--- src/rtl/lif_neuron_array.sv ---
// Leaky integrate-and-fire neuron bank with an output spike queue.
// Takes one weighted spike event per cycle, integrates it into the target
// neuron's membrane potential and fires on threshold crossing. A global
// leak tick decays all potentials and counts down refractory periods.
// Optional macro NEURON_INHIBIT_EN: treat in_weight as two's complement and
// clamp the integrated potential to [0, 2^POT_WIDTH-1].
module lif_neuron_array #(
    parameter int unsigned NUM_NEURONS  = 16,
    parameter int unsigned ADDR_WIDTH   = 4,
    parameter int unsigned WEIGHT_WIDTH = 8,
    parameter int unsigned POT_WIDTH    = 12,
    parameter int unsigned THRESHOLD    = 64,
    parameter int unsigned LEAK_SHIFT   = 3,
    parameter int unsigned REFRAC_TICKS = 4,
    parameter int unsigned FIFO_DEPTH   = 4
) (
    input  logic                    clk,
    input  logic                    rst,
    input  logic                    in_valid,
    input  logic [ADDR_WIDTH-1:0]   in_addr,
    input  logic [WEIGHT_WIDTH-1:0] in_weight,
    input  logic                    leak_tick,
    output logic                    spike_out_valid,
    output logic [ADDR_WIDTH-1:0]   spike_out_addr,
    input  logic                    spike_out_ready,
    output logic                    overflow,
    output logic [7:0]              dropped_count
);

    localparam int unsigned REF_W = 4;
    localparam int unsigned PTR_W = (FIFO_DEPTH > 1) ? $clog2(FIFO_DEPTH) : 1;
    localparam int unsigned CNT_W = $clog2(FIFO_DEPTH + 1);
    localparam int unsigned SUM_W = POT_WIDTH + 2;
    localparam logic [POT_WIDTH-1:0] POT_MAX = '1;

    logic [NUM_NEURONS-1:0][POT_WIDTH-1:0]  pot_q, pot_d;
    logic [NUM_NEURONS-1:0][REF_W-1:0]      ref_q, ref_d;
    logic [FIFO_DEPTH-1:0][ADDR_WIDTH-1:0]  mem_q, mem_d;
    logic [PTR_W-1:0]                       wr_ptr_q, wr_ptr_d;
    logic [PTR_W-1:0]                       rd_ptr_q, rd_ptr_d;
    logic [CNT_W-1:0]                       count_q, count_d;
    logic                                   valid_q, valid_d;
    logic [ADDR_WIDTH-1:0]                  head_q, head_d;
    logic                                   overflow_q, overflow_d;
    logic [7:0]                             dropped_q, dropped_d;

    logic                  addr_ok;
    logic                  tgt_refrac;
    logic [POT_WIDTH-1:0]  vbase;
    logic [SUM_W-1:0]      vsum_w;
    logic [POT_WIDTH-1:0]  vsum;
    logic                  accept;
    logic                  fire;
    logic                  drop;
    logic                  pop;
    logic                  full;
    logic                  push_ok;

    // Next-state: leak, integrate/fire, spike queue and status counters
    always_comb begin
        pot_d      = pot_q;
        ref_d      = ref_q;
        mem_d      = mem_q;
        wr_ptr_d   = wr_ptr_q;
        rd_ptr_d   = rd_ptr_q;
        count_d    = count_q;
        head_d     = head_q;
        overflow_d = overflow_q;
        dropped_d  = dropped_q;
        tgt_refrac = 1'b0;
        vbase      = '0;
        vsum_w     = '0;
        vsum       = '0;

        if (leak_tick) begin
            for (int i = 0; i < int'(NUM_NEURONS); i++) begin
                pot_d[i] = pot_q[i] - (pot_q[i] >> LEAK_SHIFT);
                if (ref_q[i] != '0) begin
                    ref_d[i] = ref_q[i] - REF_W'(1);
                end
            end
        end

        // Refractory state is taken from before this cycle's decrement;
        // the base potential already includes this cycle's leak.
        addr_ok = {1'b0, in_addr} < (ADDR_WIDTH + 1)'(NUM_NEURONS);
        if (addr_ok) begin
            tgt_refrac = ref_q[in_addr] != '0;
            vbase      = pot_d[in_addr];
        end

`ifdef NEURON_INHIBIT_EN
        vsum_w = $signed({2'b00, vbase}) + SUM_W'($signed(in_weight));
`else
        vsum_w = {2'b00, vbase} + SUM_W'(in_weight);
`endif
        if (vsum_w[SUM_W-1]) begin
            vsum = '0;
        end else if (vsum_w[POT_WIDTH]) begin
            vsum = POT_MAX;
        end else begin
            vsum = vsum_w[POT_WIDTH-1:0];
        end

        accept = in_valid && addr_ok && !tgt_refrac;
        drop   = in_valid && !(addr_ok && !tgt_refrac);
        fire   = accept && (vsum >= POT_WIDTH'(THRESHOLD));

        if (accept) begin
            if (fire) begin
                pot_d[in_addr] = '0;
                ref_d[in_addr] = REF_W'(REFRAC_TICKS);
            end else begin
                pot_d[in_addr] = vsum;
            end
        end

        if (drop && dropped_q != 8'hFF) begin
            dropped_d = dropped_q + 8'd1;
        end

        // A pop frees the slot the same-cycle push needs when full
        pop     = valid_q && spike_out_ready;
        full    = count_q == CNT_W'(FIFO_DEPTH);
        push_ok = fire && (!full || pop);
        if (fire && full && !pop) begin
            overflow_d = 1'b1;
        end

        if (push_ok) begin
            mem_d[wr_ptr_q] = in_addr;
            wr_ptr_d        = wr_ptr_q + PTR_W'(1);
        end
        if (pop) begin
            rd_ptr_d = rd_ptr_q + PTR_W'(1);
        end
        count_d = count_q + CNT_W'(push_ok) - CNT_W'(pop);

        valid_d = count_d != '0;
        if (valid_d) begin
            head_d = mem_d[rd_ptr_d];
        end
    end

    // State registers with synchronous reset
    always_ff @(posedge clk) begin
        if (rst) begin
            pot_q      <= '0;
            ref_q      <= '0;
            mem_q      <= '0;
            wr_ptr_q   <= '0;
            rd_ptr_q   <= '0;
            count_q    <= '0;
            valid_q    <= 1'b0;
            head_q     <= '0;
            overflow_q <= 1'b0;
            dropped_q  <= '0;
        end else begin
            pot_q      <= pot_d;
            ref_q      <= ref_d;
            mem_q      <= mem_d;
            wr_ptr_q   <= wr_ptr_d;
            rd_ptr_q   <= rd_ptr_d;
            count_q    <= count_d;
            valid_q    <= valid_d;
            head_q     <= head_d;
            overflow_q <= overflow_d;
            dropped_q  <= dropped_d;
        end
    end

    assign spike_out_valid = valid_q;
    assign spike_out_addr  = head_q;
    assign overflow        = overflow_q;
    assign dropped_count   = dropped_q;

endmodule

--- config.mk ---
export PLATFORM = sky130hd
export DESIGN_NAME = lif_neuron_array
export DESIGN_NICKNAME = d
export VERILOG_FILES = /design/src/rtl/lif_neuron_array.sv
export SDC_FILE = /design/constraint.sdc
export NUM_CORES = 1
export LEC_CHECK = 0
export BUFFER_PORTS_ARGS = -buffer_cell sky130_fd_sc_hd__clkbuf_2
export CAP_MARGIN = 10
export CORE_ASPECT_RATIO = 1.75
export CORE_UTILIZATION = 65
export CTS_CLUSTER_DIAMETER = 120
export DETAILED_ROUTE_END_ITERATION = 8
export PLACE_DENSITY_LB_ADDON = 0.08
export RECOVER_POWER = 50
export SETUP_SLACK_MARGIN = 0.4
export SYNTH_ARGS = -nofsm -noshare
export SYNTH_HDL_FRONTEND = slang
export SYNTH_SLANG_ARGS = --single-unit
--- constraint.sdc ---
create_clock -name clk -period 9 [get_ports clk]
set_input_delay 0.45 -clock clk [delete_from_list [all_inputs] [get_ports clk]]
set_output_delay 0.45 -clock clk [all_outputs]
set_load 0.01 [all_outputs]
# Word level (Yosys, flattened, before mapping)
# Index checks and enable logic that the tools add are counted.
[op_classes]
add_sub_neg = 38
mul = 0
n_div = 0
order_cmp = 6
eq_ne = 2
shifts = 0
n_mux = 40
bitwise = 5
reduce_logical = 32
[op_table]
columns = ["op", "count"]
rows = [
  ["$mux W192", 3],
  ["$and A192 B192 Y192", 1],
  ["$bwmux W192", 1],
  ["$mux W64", 3],
  ["$not A192 Y192", 1],
  ["$sub A12 B9 Y12", 16],
  ["$mux W4", 20],
  ["$reduce_bool A4 Y1", 17],
  ["$sub A4 B1 Y4 const B", 16],
  ["$and A48 B48 Y48", 1],
  ["$bmux W12 S4", 1],
  ["$demux W12 S4", 1],
  ["$mux W12", 4],
  ["$not A48 Y48", 1],
  ["$bmux W4 S4", 1],
  ["$bwmux W16", 1],
  ["$demux W4 S4", 1],
  ["$mux W16", 1],
  ["$or A16 B16 Y16", 1],
  ["$add A12 B8 Y13", 1],
  ["$ge A12 B7 Y1 const B", 1],
  ["$logic_and A1 B1 Y1", 10],
  ["$add A8 B1 Y8 const B", 1],
  ["$bmux W4 S2", 1],
  ["14 further kinds", 18],
]
[word_totals]
reg_bits = 293
latchBits = 0
mem_bits_rw = 0
rom_bits = 0
in_bits = 17
memories = 0

# Depth between registers and ports, before layout
[logic_depth]
ltp_word = 13
ltp_mapped = 38
depth_no_buf = 37

# Worst setup path before layout
# Ideal clock, no wire load.
[synth_path]
path_type = "input port to flip-flop"
start = "in leak_tick"
end = "reg head_q[0] (netlist: spike_out_addr[0])"
arrival_ns = 7.581
slack_ns = 1.282
stages = 35
cell_sequence = "buf_2 -> buf_1 -> clkbuf_1 -> buf_1 -> clkbuf_1 -> clkbuf_1 -> mux2i_1 -> a22oi_1 -> nand3_1 -> a221oi_1 -> ha_1 -> a21o_1 -> a21oi_1 -> o21ai_0 -> a21o_1 -> and2_1 -> o21ai_0 -> nand3b_1 -> mux2_2 -> or4_1 -> clkbuf_1 -> nand3_1 -> ha_1 -> inv_1 -> ha_1 -> inv_1 -> fa_1 -> xor2_1 -> xnor2_1 -> nand3b_1 -> nor2_1 -> nor2_1 -> and2_1 -> o221ai_1 -> o221ai_1"
[synth_via]
elab_chain_len = 12
[synth_lines]
columns = ["element", "line", "source"]
rows = [
  ["start: declaration", "22", "input logic leak_tick,"],
  ["$mux W192 (*)", "75", "if (leak_tick) begin"],
  ["$bmux W12 S4 (*)", "89", "vbase = pot_d[in_addr];"],
  ["$mux W12 (implied by the code) (*)", "89", ""],
  ["$add A12 B8 Y13 (*)", "95", "vsum_w = {2'b00, vbase} + SUM_W'(in_weight);"],
  ["$mux W12 (*)", "99", "end else if (vsum_w[POT_WIDTH]) begin"],
  ["$mux W12 (*)", "97", "if (vsum_w[SUM_W-1]) begin"],
  ["$ge A12 B7 Y1 (*)", "107", "fire = accept && (vsum >= POT_WIDTH'(THRESHOLD));"],
  ["$logic_and A1 B1 Y1 (*)", "107", ""],
  ["$logic_and A1 B1 Y1 (*)", "125", "push_ok = fire && (!full || pop);"],
  ["$add A3 B1 Y3 / $mux W16 (equally long branches)", "137, 130", ""],
  ["$sub A3 B1 Y3 / $bmux W4 S2 (equally long branches)", "137, 141", ""],
  ["$reduce_bool A3 Y1 / $mux W4 (equally long branches)", "139, 141", ""],
  ["end signal: assignment", "155", "head_q <= '0;"],
  ["end signal: assignment", "166", "head_q <= head_d;"],
  ["end: declaration", "43", "logic [ADDR_WIDTH-1:0] head_q, head_d;"],
]
# Mark *: on every way between the ends. The rest lies on a longest branch, timed or not. The select of a mux whose other input is x is not followed.
# A chain may end at the register's enable or synchronous reset.

# Final worst setup path
[layout_path]
start = "in in_addr[0]"
end = "reg head_q[3] (netlist: spike_out_addr[3])"
[layout_via]
elab_chain_len = 11
[layout_lines]
columns = ["element", "line", "source"]
rows = [
  ["start: declaration", "20", "input logic [ADDR_WIDTH-1:0] in_addr,"],
  ["$bmux W12 S4", "89", ""],
  ["$mux W12 (implied by the code)", "89", ""],
  ["$add A12 B8 Y13", "95", ""],
  ["$mux W12", "99", ""],
  ["$mux W12", "97", ""],
  ["$ge A12 B7 Y1", "107", ""],
  ["$logic_and A1 B1 Y1 (*)", "107", ""],
  ["$logic_and A1 B1 Y1 (*)", "125", ""],
  ["$add A3 B1 Y3 / $mux W16 (equally long branches)", "137, 130", ""],
  ["$sub A3 B1 Y3 / $bmux W4 S2 (equally long branches)", "137, 141", ""],
  ["$reduce_bool A3 Y1 / $mux W4 (equally long branches)", "139, 141", ""],
]
# Marked as above.

==> summary.txt <==
Die height: 245 um
Total GRT Usage: 44.8%
Full die area: 34400 um^2
Core box area: 33000 um^2
Hold Slack: 0.355 ns
Mapped Area: 21900 um^2
# hold bufs at CTS: 0
Post-route DRC: 0
Final Hold Vio Count: 0
Max Fclk: 122 MHz
Ys flop type: dfxtp_1
NumNets Final: 2960
Number of synthesized flops with an enable pin: 0
Relative slew slack: -195%
H-tree Lvls: 1
Total number of vias: 21.5k
Clock transition at path regs: 0.06 ns
Synth unique cells: 75
Clk sinks: 293
Critical path type: primary input to flip-flop
Final setup violation count: 0
Synth Instances: 2760
Flops & latches, synth: 293
IO buf count: 30
Syn_area_per_cell: 7.92 um^2
CTS root buf: clkbuf_16
Most frequent CP cell: ha_1
Ports: 31
Clock Path Buffers: 3
Worst skew pair latency: 0.61 ns
CP max-delay cell: clkbuf_1
Violated checks: max-capacitance violations, max-slew violations
Critical Path Source Type: primary input
Run status: finished with violations
TritonCTS Buffers: 29
Share of post-route cells with drive strength above 1: 6.06%
Drt total wl: 77000 um
RSZ-0062 raised after global routing: no
Crit-path max FO: 31
Row count: 88
Drt pass-1 iters: 7
Initial antenna violation count: 5
Final setup TNS: 0 ns
Total congestion overflow: 0
First-pass GRT wire length: 117000 um
Largest net degree at the start of global routing: 84
Routed Antenna Nets: 0
Area Growth Syn to Fin: 7.10%
WP data required: 9.45 ns
Pwr dens: 464 nW/um^2
Async S/R FF share, synth: 0%
Max-cap check violation count: 7
Via density per instance: 6.78
Die Wd: 141 um
Worst Skew: 0.0121 ns
Starting Density: 66.2%
Final HPWL from detailed placement: 56100 um
WL/cell: 24.2 um
Yosys warns: 0
Fin. max-slew vios: 326
Hold Path Class: primary input to flip-flop
Post-synthesis net count: 2971
Global placement routability congestion: 1.17
Leak: 0.00962 uW
Fill count: 2746
Post-CTS sizing: 0
Vias in the first global route: 21.0k
CP max stage delay: 1.57 ns
Post-CTS setup buffer count: 0
Worst-margin pin slew: 4.43 ns
CP arrival: 8.65 ns
Final worst-path cycle share: 91.1%
TritonCTS clock tree: built
Maximum vdd drop: 295 uV
Initial DRC Count: 1868
CP endpoint kind: flip-flop
Fin crit period: 8.20 ns
Seq/Total Area, Yosys: 26.8%
-- stage by stage --
stage	setup WS, ns	utilization [%]	cell area [um^2]	std cells	total power, uW
finish	0.800	70.9	23400	3177	10900
global placement	1.48	67.9	22400	3122	9010
CTS	1.33	71.0	23500	3174	10600
detailed placement	1.18	67.9	22400	3122	9180
floorplan	1.28	-	21900	2760	7310
global route	0.392	70.9	23400	3175	11600
-- Yosys cell counts (22+ instances only) --
cell	instances	area [um^2]
mux2i_1	107	1070
nand2b_1	29	181
nor2_1	305	1140
nor4_1	22	138
nor2b_1	30	188
dfxtp_1	293	5870
a211oi_1	92	691
or4_1	25	188
ha_1	176	2200
mux2_2	25	282
o21ai_0	89	445
a21o_1	51	383
nand3_1	44	220
a21oi_1	213	1070
xnor2_1	136	1190
and3_1	45	282
inv_1	217	815
nand2_1	202	758
o22ai_1	31	194
nor3_1	128	641
xor2_1	30	263
clkbuf_1	95	357
-- path summary, 6_finish.rpt --
check / from / endpoint / slack, ns / cells after the start
worst min register to register: mem_q[8]$_SDFF_PP0_ / mem_q[8]$_SDFF_PP0_ / 0.47 / 2
worst max register to register: pot_q[147]$_SDFF_PP0_ / spike_out_addr[3]$_SDFFE_PP0P_ / 1.04 / 32
worst max-delay path: in_addr[0] / spike_out_addr[3]$_SDFFE_PP0P_ / 0.80 / 30
worst min-delay path: in_valid / dropped_count[1]$_SDFFE_PP0P_ / 0.36 / 5
-- layout by cell type (no fill, tap or decap), types with 17 or more instances in the layout --
cell type    n
xor2_1      30
o21ai_0     90
nand4_1     17
a21oi_1    213
a211oi_1    92
nor3_1     128
o31ai_1     19
nand3_1     44
clkbuf_16   29
mux2i_1    107
and2_1      17
or4_1       25
xnor2_1    136
clkbuf_1    32
nor4_1      22
and3_1      45
nor2b_1     30
nor2_1     304
dfxtp_1    293
buf_4       37
nor3b_1     21
fa_1        18
ha_1       176
inv_1      216
nand2b_1    29
mux2_2      24
nand2_1    202
o22ai_1     31
o21a_1      21
a21o_1      51
-- per-layer routing --
metal,track usage [%],share of wire [%],up-vias
met5,0.439,0.035,-
met4,41.2,11,4
met2,74.6,46,1041
met1,44.8,34,10200
li1,-,-,9891
met3,13.1,9.0,426
-- area by class of cell --
class	instances	area (um^2)	area share [%]
diodes	2	5.00	0.0214
clock buffers	40	807	3.45
clock inverters	12	218	0.930
inverters	218	821	3.51
multi-input cells	2130	14700	62.9
flip-flops and latches	293	5870	25.1
well taps	405	507	2.16
repair buffers	77	468	2.00
-- kinds of logic after synthesis --
kind of cell,Yosys count,share of synthesized area [%]
and+or+nand+nor,936,20.6
AOI/OAI and AO/OA,685,20.6
buffers and inverters,337,5.86
DFF,293,26.8
adders and majority gates,194,11.7
xor gates and xnor gates,166,6.65
muxes,149,7.67
-- state kept, by name (all words and copies together) (netlist names), 2 cells and up --
register / cells
pot_q: 192
ref_q: 64
mem_q: 16
count_q: 3
spike_out_addr: 4
rd_ptr_q: 2
wr_ptr_q: 2
dropped_count: 8
-- critical path, delay by kind of cell --
kind,cells,cell delay (ns)
buffers and inverters,4,2.12
AND/OR/NAND/NOR,9,2.03
AO/OA/AOI/OAI,8,1.64
adder cells (fa/ha/maj),5,1.34
multiplexers,2,0.65
XOR/XNOR,2,0.39
-- power by group --
part           switching [uW]  total (uW)  internal, uW  leakage [uW]
registers                 381        2130          1750       0.00240
clock network             559        1360           796      0.000503
logic                    4410        7370          2970       0.00672
Power figures use the tool's default switching activity.
